File: src/rtl/rst_seq_ctrl_pkg.sv
// ----------------------------------------------------------------------------
// rst_seq_ctrl_pkg
// Shared definitions for the reset/run sequencer:
//   - state_e       : 3-bit sequencer state encoding
//   - DEF_*         : default lock-stable and memory-lead cycle counts
//   - LOSS_CNT_W    : width of the saturating lock-loss counter
//   - sat_inc()     : saturating increment for the lock-loss counter
// ----------------------------------------------------------------------------
package rst_seq_ctrl_pkg;

  typedef enum logic [2:0] {
    ST_WAIT_LOCK = 3'd0,
    ST_MEM_REL   = 3'd1,
    ST_RUN       = 3'd2,
    ST_SOFT      = 3'd3,
    ST_LOCK_LOST = 3'd4
  } state_e;

  localparam int DEF_LOCK_STABLE_CYCLES = 1024;
  localparam int DEF_MEM_LEAD_CYCLES    = 16;
  localparam int LOSS_CNT_W             = 8;

  // Holds at all-ones instead of wrapping, so a storm of lock losses
  // never reads back as a small number.
  function automatic logic [LOSS_CNT_W-1:0] sat_inc(input logic [LOSS_CNT_W-1:0] v);
    if (v == {LOSS_CNT_W{1'b1}}) begin
      return v;
    end
    return v + LOSS_CNT_W'(1);
  endfunction

endpackage

File: src/rtl/sync_bit.sv
// ----------------------------------------------------------------------------
// sync_bit
// Single-bit synchroniser: STAGES-deep flop chain clocked on clk, cleared to
// 0 by the synchronous active-high rst.
// Ports:
//   clk  in  clock
//   rst  in  synchronous active-high reset (chain clears to 0)
//   d    in  asynchronous input
//   q    out synchronised output (STAGES cycles of latency)
// ----------------------------------------------------------------------------
module sync_bit #(
  parameter int STAGES = 2
) (
  input  logic clk,
  input  logic rst,
  input  logic d,
  output logic q
);

  logic [STAGES-1:0] chain;

  always_ff @(posedge clk) begin
    if (rst) begin
      chain <= '0;
    end else begin
      chain <= {chain[STAGES-2:0], d};
    end
  end

  assign q = chain[STAGES-1];

endmodule

File: src/rtl/rst_seq_ctrl.sv
// ----------------------------------------------------------------------------
// rst_seq_ctrl
// Reset/run sequencer placed right after the clock/reset generator. It waits
// for both DCM locks to be stably high, releases the memory reset, then the
// CPU reset, then enables the CPU clock. Lock loss, soft reset and halt are
// handled here.
//
// Optional feature (macro CPU_STEP_EN): adds step_mode / step_btn so the CPU
// can be single-stepped in RUN, one cpu_ce pulse per step_btn rising edge.
//
// Ports:
//   CLK            in   clock, everything on the rising edge
//   RST            in   synchronous active-high reset
//   cclk_locked    in   CPU-clock DCM lock (asynchronous)
//   mclk_locked    in   memory-clock DCM lock (asynchronous)
//   soft_rst_req   in   one-cycle request for a CPU-only reset
//   halt_req       in   level, stalls the CPU while high
//   step_mode      in   (CPU_STEP_EN) single-step mode select
//   step_btn       in   (CPU_STEP_EN) asynchronous step button
//   mrst           out  memory reset, active-high
//   crst           out  CPU reset, active-high
//   cpu_ce         out  CPU clock enable
//   sys_ready      out  high only in RUN
//   lock_err       out  sticky lock-loss flag
//   lock_loss_cnt  out  saturating lock-loss event count
//   state_dbg      out  current sequencer state (state_e encoding)
//
// Request semantics: soft_rst_req is a single-cycle strobe with no ready
// return; it is acted on only in the cycle it is seen while in RUN, and is
// dropped in every other state.
// ----------------------------------------------------------------------------
module rst_seq_ctrl
  import rst_seq_ctrl_pkg::*;
#(
  parameter int LOCK_STABLE_CYCLES = DEF_LOCK_STABLE_CYCLES,
  parameter int MEM_LEAD_CYCLES    = DEF_MEM_LEAD_CYCLES,
  parameter int CNT_W              = 16,
  parameter int SYNC_STAGES        = 2
) (
  input  logic                  CLK,
  input  logic                  RST,
  input  logic                  cclk_locked,
  input  logic                  mclk_locked,
  input  logic                  soft_rst_req,
  input  logic                  halt_req,
`ifdef CPU_STEP_EN
  input  logic                  step_mode,
  input  logic                  step_btn,
`endif
  output logic                  mrst,
  output logic                  crst,
  output logic                  cpu_ce,
  output logic                  sys_ready,
  output logic                  lock_err,
  output logic [LOSS_CNT_W-1:0] lock_loss_cnt,
  output logic [2:0]            state_dbg
);

  localparam logic [CNT_W-1:0] LOCK_LAST = CNT_W'(LOCK_STABLE_CYCLES - 1);
  localparam logic [CNT_W-1:0] LEAD_LAST = CNT_W'(MEM_LEAD_CYCLES - 1);

  // --------------------------------------------------------------------------
  // Lock synchronisers
  // --------------------------------------------------------------------------
  logic cclk_lock_s;
  logic mclk_lock_s;
  logic lock_ok;

  sync_bit #(.STAGES(SYNC_STAGES)) u_sync_cclk (
    .clk (CLK),
    .rst (RST),
    .d   (cclk_locked),
    .q   (cclk_lock_s)
  );

  sync_bit #(.STAGES(SYNC_STAGES)) u_sync_mclk (
    .clk (CLK),
    .rst (RST),
    .d   (mclk_locked),
    .q   (mclk_lock_s)
  );

  assign lock_ok = cclk_lock_s & mclk_lock_s;

  // --------------------------------------------------------------------------
  // Single-step qualifier
  // --------------------------------------------------------------------------
  logic step_ok;

`ifdef CPU_STEP_EN
  logic step_s;
  logic step_prev;
  logic step_edge;

  sync_bit #(.STAGES(SYNC_STAGES)) u_sync_step (
    .clk (CLK),
    .rst (RST),
    .d   (step_btn),
    .q   (step_s)
  );

  always_ff @(posedge CLK) begin
    if (RST) begin
      step_prev <= 1'b0;
    end else begin
      step_prev <= step_s;
    end
  end

  assign step_edge = step_s & ~step_prev;
  assign step_ok   = ~step_mode | step_edge;
`else
  assign step_ok = 1'b1;
`endif

  // --------------------------------------------------------------------------
  // Sequencer FSM
  // --------------------------------------------------------------------------
  state_e           state;
  state_e           state_d;
  logic [CNT_W-1:0] cnt;
  logic [CNT_W-1:0] cnt_d;
  logic             loss_evt;

  always_ff @(posedge CLK) begin
    if (RST) begin
      state <= ST_WAIT_LOCK;
      cnt   <= '0;
    end else begin
      state <= state_d;
      cnt   <= cnt_d;
    end
  end

  // Priority inside each state: lock loss, then soft reset. RST sits above
  // both in the register process. halt_req only touches cpu_ce.
  always_comb begin
    state_d  = state;
    cnt_d    = cnt;
    loss_evt = 1'b0;
    case (state)
      ST_WAIT_LOCK: begin
        // Losing lock here just restarts the stability window; the system
        // was never released, so it is not an error.
        if (!lock_ok) begin
          cnt_d = '0;
        end else if (cnt == LOCK_LAST) begin
          state_d = ST_MEM_REL;
          cnt_d   = '0;
        end else begin
          cnt_d = cnt + CNT_W'(1);
        end
      end
      ST_MEM_REL: begin
        if (!lock_ok) begin
          state_d  = ST_LOCK_LOST;
          cnt_d    = '0;
          loss_evt = 1'b1;
        end else if (cnt == LEAD_LAST) begin
          state_d = ST_RUN;
          cnt_d   = '0;
        end else begin
          cnt_d = cnt + CNT_W'(1);
        end
      end
      ST_RUN: begin
        cnt_d = '0;
        if (!lock_ok) begin
          state_d  = ST_LOCK_LOST;
          loss_evt = 1'b1;
        end else if (soft_rst_req) begin
          state_d = ST_SOFT;
        end
      end
      ST_SOFT: begin
        // A fresh soft_rst_req here is ignored: the pulse length is fixed.
        if (!lock_ok) begin
          state_d  = ST_LOCK_LOST;
          cnt_d    = '0;
          loss_evt = 1'b1;
        end else if (cnt == LEAD_LAST) begin
          state_d = ST_RUN;
          cnt_d   = '0;
        end else begin
          cnt_d = cnt + CNT_W'(1);
        end
      end
      ST_LOCK_LOST: begin
        state_d = ST_WAIT_LOCK;
        cnt_d   = '0;
      end
      default: begin
        // Corrupted state: force everything back into reset and start over.
        state_d = ST_LOCK_LOST;
        cnt_d   = '0;
      end
    endcase
  end

  // --------------------------------------------------------------------------
  // Registered outputs, decoded from the next state so they change on the
  // same edge the state does. mrst is only low in the released states, and
  // crst is only low in RUN, so crst=0 always implies mrst=0.
  // --------------------------------------------------------------------------
  logic mem_released_d;
  logic run_d;

  assign mem_released_d = (state_d == ST_MEM_REL) || (state_d == ST_RUN) ||
                          (state_d == ST_SOFT);
  assign run_d          = (state_d == ST_RUN);

  always_ff @(posedge CLK) begin
    if (RST) begin
      mrst          <= 1'b1;
      crst          <= 1'b1;
      cpu_ce        <= 1'b0;
      sys_ready     <= 1'b0;
      lock_err      <= 1'b0;
      lock_loss_cnt <= '0;
    end else begin
      mrst      <= ~mem_released_d;
      crst      <= ~run_d;
      cpu_ce    <= run_d & ~halt_req & step_ok;
      sys_ready <= run_d;
      if (loss_evt) begin
        lock_err      <= 1'b1;
        lock_loss_cnt <= sat_inc(lock_loss_cnt);
      end
    end
  end

  assign state_dbg = state;

endmodule

File: config.mk
export PLATFORM = sky130hd
export DESIGN_NAME = rst_seq_ctrl
export DESIGN_NICKNAME = d
export VERILOG_FILES = /design/src/rtl/rst_seq_ctrl_pkg.sv /design/src/rtl/sync_bit.sv /design/src/rtl/rst_seq_ctrl.sv
export SDC_FILE = /design/constraint.sdc
export NUM_CORES = 1
export LEC_CHECK = 0
export ABC_AREA = 0
export CORE_ASPECT_RATIO = 1.2
export CORE_MARGIN = 2
export CORE_UTILIZATION = 41
export CTS_CLUSTER_DIAMETER = 80
export DETAILED_ROUTE_END_ITERATION = 6
export GPL_TIMING_DRIVEN = 0
export PLACE_DENSITY_LB_ADDON = 0.25
export SKIP_LAST_GASP = 1
export SYNTH_ARGS = -nofsm -noshare
export SYNTH_HDL_FRONTEND = slang
export SYNTH_SLANG_ARGS = --single-unit
File: constraint.sdc
create_clock -name CLK -period 2.4 [get_ports CLK]
set_input_delay 0.6 -clock CLK [delete_from_list [all_inputs] [get_ports CLK]]
set_output_delay 0.6 -clock CLK [all_outputs]
set_load 0.1 [all_outputs]
# ---- After elaboration in Yosys (flattened, before gate mapping)
# Index checks and enable logic that the tools add are counted.
dict set report totals {
  elab_cells 52
  output_inout_bits 16
  ff_bits 36
}
dict set report op_classes {
  reduce_logical 6
  muxes 18
  addsub 2
  bitwise_logic 5
  n_eq_ne 11
}
# cell count
set ops {}
lappend ops {{$mux W16} 4}
lappend ops {{$pmux W16 S2} 1}
lappend ops {{$mux W3} 6}
lappend ops {{$add A16 B1 Y16 const B} 1}
lappend ops {{$eq A16 B10 Y1 const B} 1}
lappend ops {{$eq A16 B4 Y1 const B} 1}
lappend ops {{$eq A3 B2 Y1 const B} 4}
lappend ops {{$pmux W3 S4} 1}
lappend ops {{$add A8 B1 Y8 const B} 1}
lappend ops {{$eq A8 B8 Y1 const B} 1}
lappend ops {{$mux W8} 1}
lappend ops {{$eq A3 B1 Y1 const B} 2}
lappend ops {{$mux W1} 5}
lappend ops {{$eq A3 B3 Y1 const B} 1}
lappend ops {{$logic_not A3 Y1} 1}
lappend ops {{$not A1 Y1} 3}
lappend ops {{$reduce_or A3 Y1} 1}
lappend ops {{$and A1 B1 Y1} 2}
lappend ops {{$logic_or A1 B1 Y1} 2}
lappend ops {{$ne A2 B2 Y1 const B} 1}
lappend ops {{$reduce_and A2 Y1} 1}
lappend ops {{$reduce_or A2 Y1} 1}

# ---- Longest topological paths before layout
dict set report depth {
  word_depth 8
  ltp_mapped 6
}

# ---- Cells and area by module
# Synthesis repeated with hierarchy kept, for this count alone.
dict set report hier_totals {
  cells_unflattened 167
  area_unflattened_um2 1559.0
}
# mod area_per_inst_um2 cells_each n_inst seq_area_each_um2
set modules_own_cells {}
lappend modules_own_cells {rst_seq_ctrl 1453.9 159 1 640.6}
lappend modules_own_cells {sync_bit 52.6 4 2 40.0}

# ---- Least setup slack after synthesis
# OpenSTA, ideal clock, no wires.
dict set report synth_path {
  kind {register to register}
  startpoint {reg state[0] (netlist: state_dbg[0])}
  endpoint {reg lock_loss_cnt[6]}
  setup_time_ns 0.121
  period_less_slack_ns 2.351
  n_path_buf 0
  path_slack_ns 0.049
  t_required_ns 2.279
  arrival_time_ns 2.230
  path_stages_with_launch 5
  path_cell_list {dfxtp_1 nor2_1 a211o_1 nor4_1 mux2_2}
}
dict set report synth_between {
  elab_chain_cells 4
}
# element line
set synth_lines {}
lappend synth_lines {{start, declared} rst_seq_ctrl.sv:119} ;# state_e state;
lappend synth_lines {{start signal, assigned} rst_seq_ctrl.sv:130} ;# state <= state_d;
lappend synth_lines {{$eq A3 B2 Y1 or $eq A3 B1 Y1 (tied branches)} rst_seq_ctrl.sv:141} ;# case (state)
lappend synth_lines {{$reduce_or A3 Y1 (no source line) (*)} --}
lappend synth_lines {{$mux W1 (*)} --}
lappend synth_lines {{$reduce_and A2 Y1 (no source line) (*)} --}
lappend synth_lines {{end signal, assigned} rst_seq_ctrl.sv:227} ;# lock_loss_cnt <= sat_inc(lock_loss_cnt);
lappend synth_lines {{end, declared} rst_seq_ctrl.sv:55} ;# output logic [LOSS_CNT_W-1:0] lock_loss_cnt,
# Mark *: on every way between the ends. The rest lies on a longest branch, timed or not.
# A chain may end at the register's enable or synchronous reset.

# ---- Worst setup path after layout
dict set report layout_path {
  startpoint {reg mrst}
  endpoint {out mrst}
}
# element line
set layout_rtl {}
lappend layout_rtl {{start, declared} rst_seq_ctrl.sv:50} ;# output logic mrst,
lappend layout_rtl {{start signal, assigned} rst_seq_ctrl.sv:221} ;# mrst <= ~mem_released_d;
# No word-level cell between the ends.

==> results.cfg <==
[place]
place_hpwl_um = 2370
pre_cts_ws_ps = -37.7
io_buffers = 21
place.gp.congestion = 0.785

[timing]
slew_headroom_pct = 35.1
layout_min_cycle_time_ps = 2330
hold_ws_ps = 438
rsz0062_at_grt = no
setup_violations = 0
skew_ps = 7.39
drv_slew = 0
worst_slack_ps = 74.5
worstMarginPinSlew_ps = 970
hold_violations = 0
fin_crit_sh_pct = 96.9
clock.fmax_mhz = 430

[layout]
antennaDiodeCount = 0
drive_above_1_share_pct = 7.96
final_common_cell = dfxtp_1
multi_input_area_um2 = 808
fillerInstances = 375
syn_to_final_growth_pct = 23.8
register_area_um2 = 721
layout_common_cells = 36 x dfxtp_1, 22 x nor2_1, 11 x dlygate4sd2_1
nets = 208

[drt]
drtAntennaViolNets = 0
viasPerCell = 5.31
drt_wl_total_um = 3160
wl_per_cell_um = 12.5
firstDrtPassIters = 4
num_vias = 1344
drtIter0Drc = 55
drcViolationCount = 0

[critical_path]
cp-endpoint = mrst
r2r_end = cnt[6]
cp.arrival_ps = 1730
startpoint_type = flip-flop
crit_buf_inv = 1
worst-path-stages = 1
cp_max_fo = 1
required_ps = 1800
critPathMaxStageDelay_ps = 1120
path_delay_family = buffers and inverters
crit_start = mrst
cp_cell_sequence = clkdlybuf4s50_1
path_class = flip-flop to output port
r2r_cells = 6
slowest_stage = clkdlybuf4s50_1
crit_path_end_kind = output port
worstReg2RegStart = cnt[0]
reg2reg_slack_ps = 150

[yosys]
synth_area_per_cell_um2 = 9.15
synth_nets = 180
ys_ff_latch = 36
synthMuxAreaShare_pct = 1.43
synth_area_um2 = 1570
synthXorXnorAreaFrac_pct = 7.79
synthAdderAreaFrac_pct = 1.59
seq_area_frac_synth_pct = 45.8
synth_top_family_by_area = simple AND/OR/NAND/NOR gates
synth_cell_types = 35
synth_compound_area_share_pct = 9.70
synth-simple-area-share_pct = 30.8
postSynthCellCount = 172
ys_warn_count = 0

[die]
ios = 22
die_w_um = 60.6
dieArea_um2 = 4350
initial_core_util_pct = 43.0
core_area_um2 = 3660
die_y_um = 71.9
fp-row-count = 24

[global_routing]
grt_max_degree = 13
grt_usage_pct = 16.8
grt_pass1_wl_um = 5520
antenna_found_initial = 0
global_route.overflow_total = 0
grt_pass1_vias = 1298

[cts]
cts.sinks = 36
root_buffer = clkbuf_8
hold_buffers = 0
insertion_delay_ps = 290
cts_buffer_depth = 2
cts_tree = yes
cts_buffers = 5
cts_max_level = 2
clk_pin_slew_ps = 80

[flow_run]
maxCapViolCount = 0

[worst_hold_path]
hold_path.class = flip-flop to flip-flop

[run_status]
run_status = finished, final reports clean

[power]
power.density_nw_per_um2 = 586
total_leakage_power_nw = 0.701
ir_drop_mv = 0.312
[sequential cells by signal, summed over array words and instances (netlist names)]
register and count:
cnt 16, cpu_ce 1, crst 1, lock_err 1
lock_loss_cnt 8, mrst 1, state_dbg 3, sys_ready 1
u_sync_cclk.chain 2, u_sync_mclk.chain 2
[layout make-up]
class                           count  share of cell area [%]
Buffer                              5                    1.35
Tap cell                           52                    3.34
Clock buffer                        5                    3.53
Inverter                            5                   0.963
Clock inverter                      3                    2.18
Multi-Input combinational cell    126                    41.5
Sequential cell                    36                    37.0
Timing Repair Buffer               21                    10.2
[stage by stage]
step / instances / total power (W) / area [µm²] / utilization (%) / setup TNS [ps]
after global placement: 245 / 0.000632 / 1850 / 50.5 / 0
after detailed placement: 245 / 0.000633 / 1850 / 50.5 / -201
after floorplan: 172 / 0.000621 / 1570 / - / 0
after global routing: 253 / 0.00119 / 1950 / 53.2 / 0
final: 253 / 0.00114 / 1950 / 53.2 / 0
after CTS: 253 / 0.00116 / 1950 / 53.1 / 0
[kinds of logic (layout without fill, tap and decap cells)]
logic type / after synthesis / count (layout)
compound gates: 22 / 22
buf+inv: 10 / 39
mux: 2 / 2
xor+xnor: 14 / 14
fa+ha+maj: 2 / 2
simple gates: 86 / 86
flops: 36 / 36
[layer usage]
layer | wire, µm | up-vias | GRT usage (%)
met3 | 130 | 4 | 5.96
met1 | 1350 | 638 | 19.7
met2 | 1640 | 26 | 28.0
li1 | - | 676 | -
met5 | 0 | - | 0
met4 | 36 | 0 | 5.80
[synth_stat cells]
cell type,number,area (µm²)
ha_1,2,25.0
clkbuf_1,4,15.0
xnor2_1,10,87.6
o22ai_1,1,6.26
nor4bb_1,1,10.0
a2bb2oi_4,1,26.3
nor4_2,1,12.5
nand2_1,10,37.5
buf_6,1,11.3
nor3b_1,2,15.0
inv_1,5,18.8
and4_1,1,8.76
or3b_2,1,8.76
nor4_1,7,43.8
and3b_1,1,8.76
and2_1,1,6.26
a211o_1,1,8.76
nand3_1,8,40.0
nand4_1,5,31.3
nor2b_1,8,50.1
a2111o_1,1,11.3
mux2_2,2,22.5
or4_1,6,45.0
dfxtp_1,36,721
or4bb_1,1,11.3
nor3_1,4,20.0
xor2_1,4,35.0
or4_4,2,22.5
or3_1,4,25.0
o21a_1,1,7.51
o21ai_0,5,25.0
and3_1,1,6.26
nor2_1,22,82.6
a21oi_1,9,45.0
o31ai_1,3,22.5
[repair_timing]
item                                    4_1_cts  5_1_grt
resized for setup                            11        1
buffers inserted                              0        0
endpoints found under the setup margin       11        1
[worst min path at each step]
stage,start,cells after the start,endpoint,slack [ps]
2_1_floorplan,u_sync_cclk.chain[0],1,u_sync_cclk.chain[1],410
3_3_place_gp,u_sync_cclk.chain[0],1,u_sync_cclk.chain[1],420
3_5_place_dp,u_sync_mclk.chain[0],1,u_sync_mclk.chain[1],420
4_1_cts,u_sync_mclk.chain[0],1,u_sync_mclk.chain[1],440
5_1_grt,u_sync_mclk.chain[0],1,u_sync_mclk.chain[1],460
6_report,u_sync_mclk.chain[0],1,u_sync_mclk.chain[1],440
[power by group]
group	total [W]	switching, W	internal [W]
logic	0.0000173	0.00000704	0.0000103
registers	0.000602	0.00000151	0.000600
clock network	0.000524	0.000217	0.000307
No activity file was read; power rests on OpenSTA's default activity.
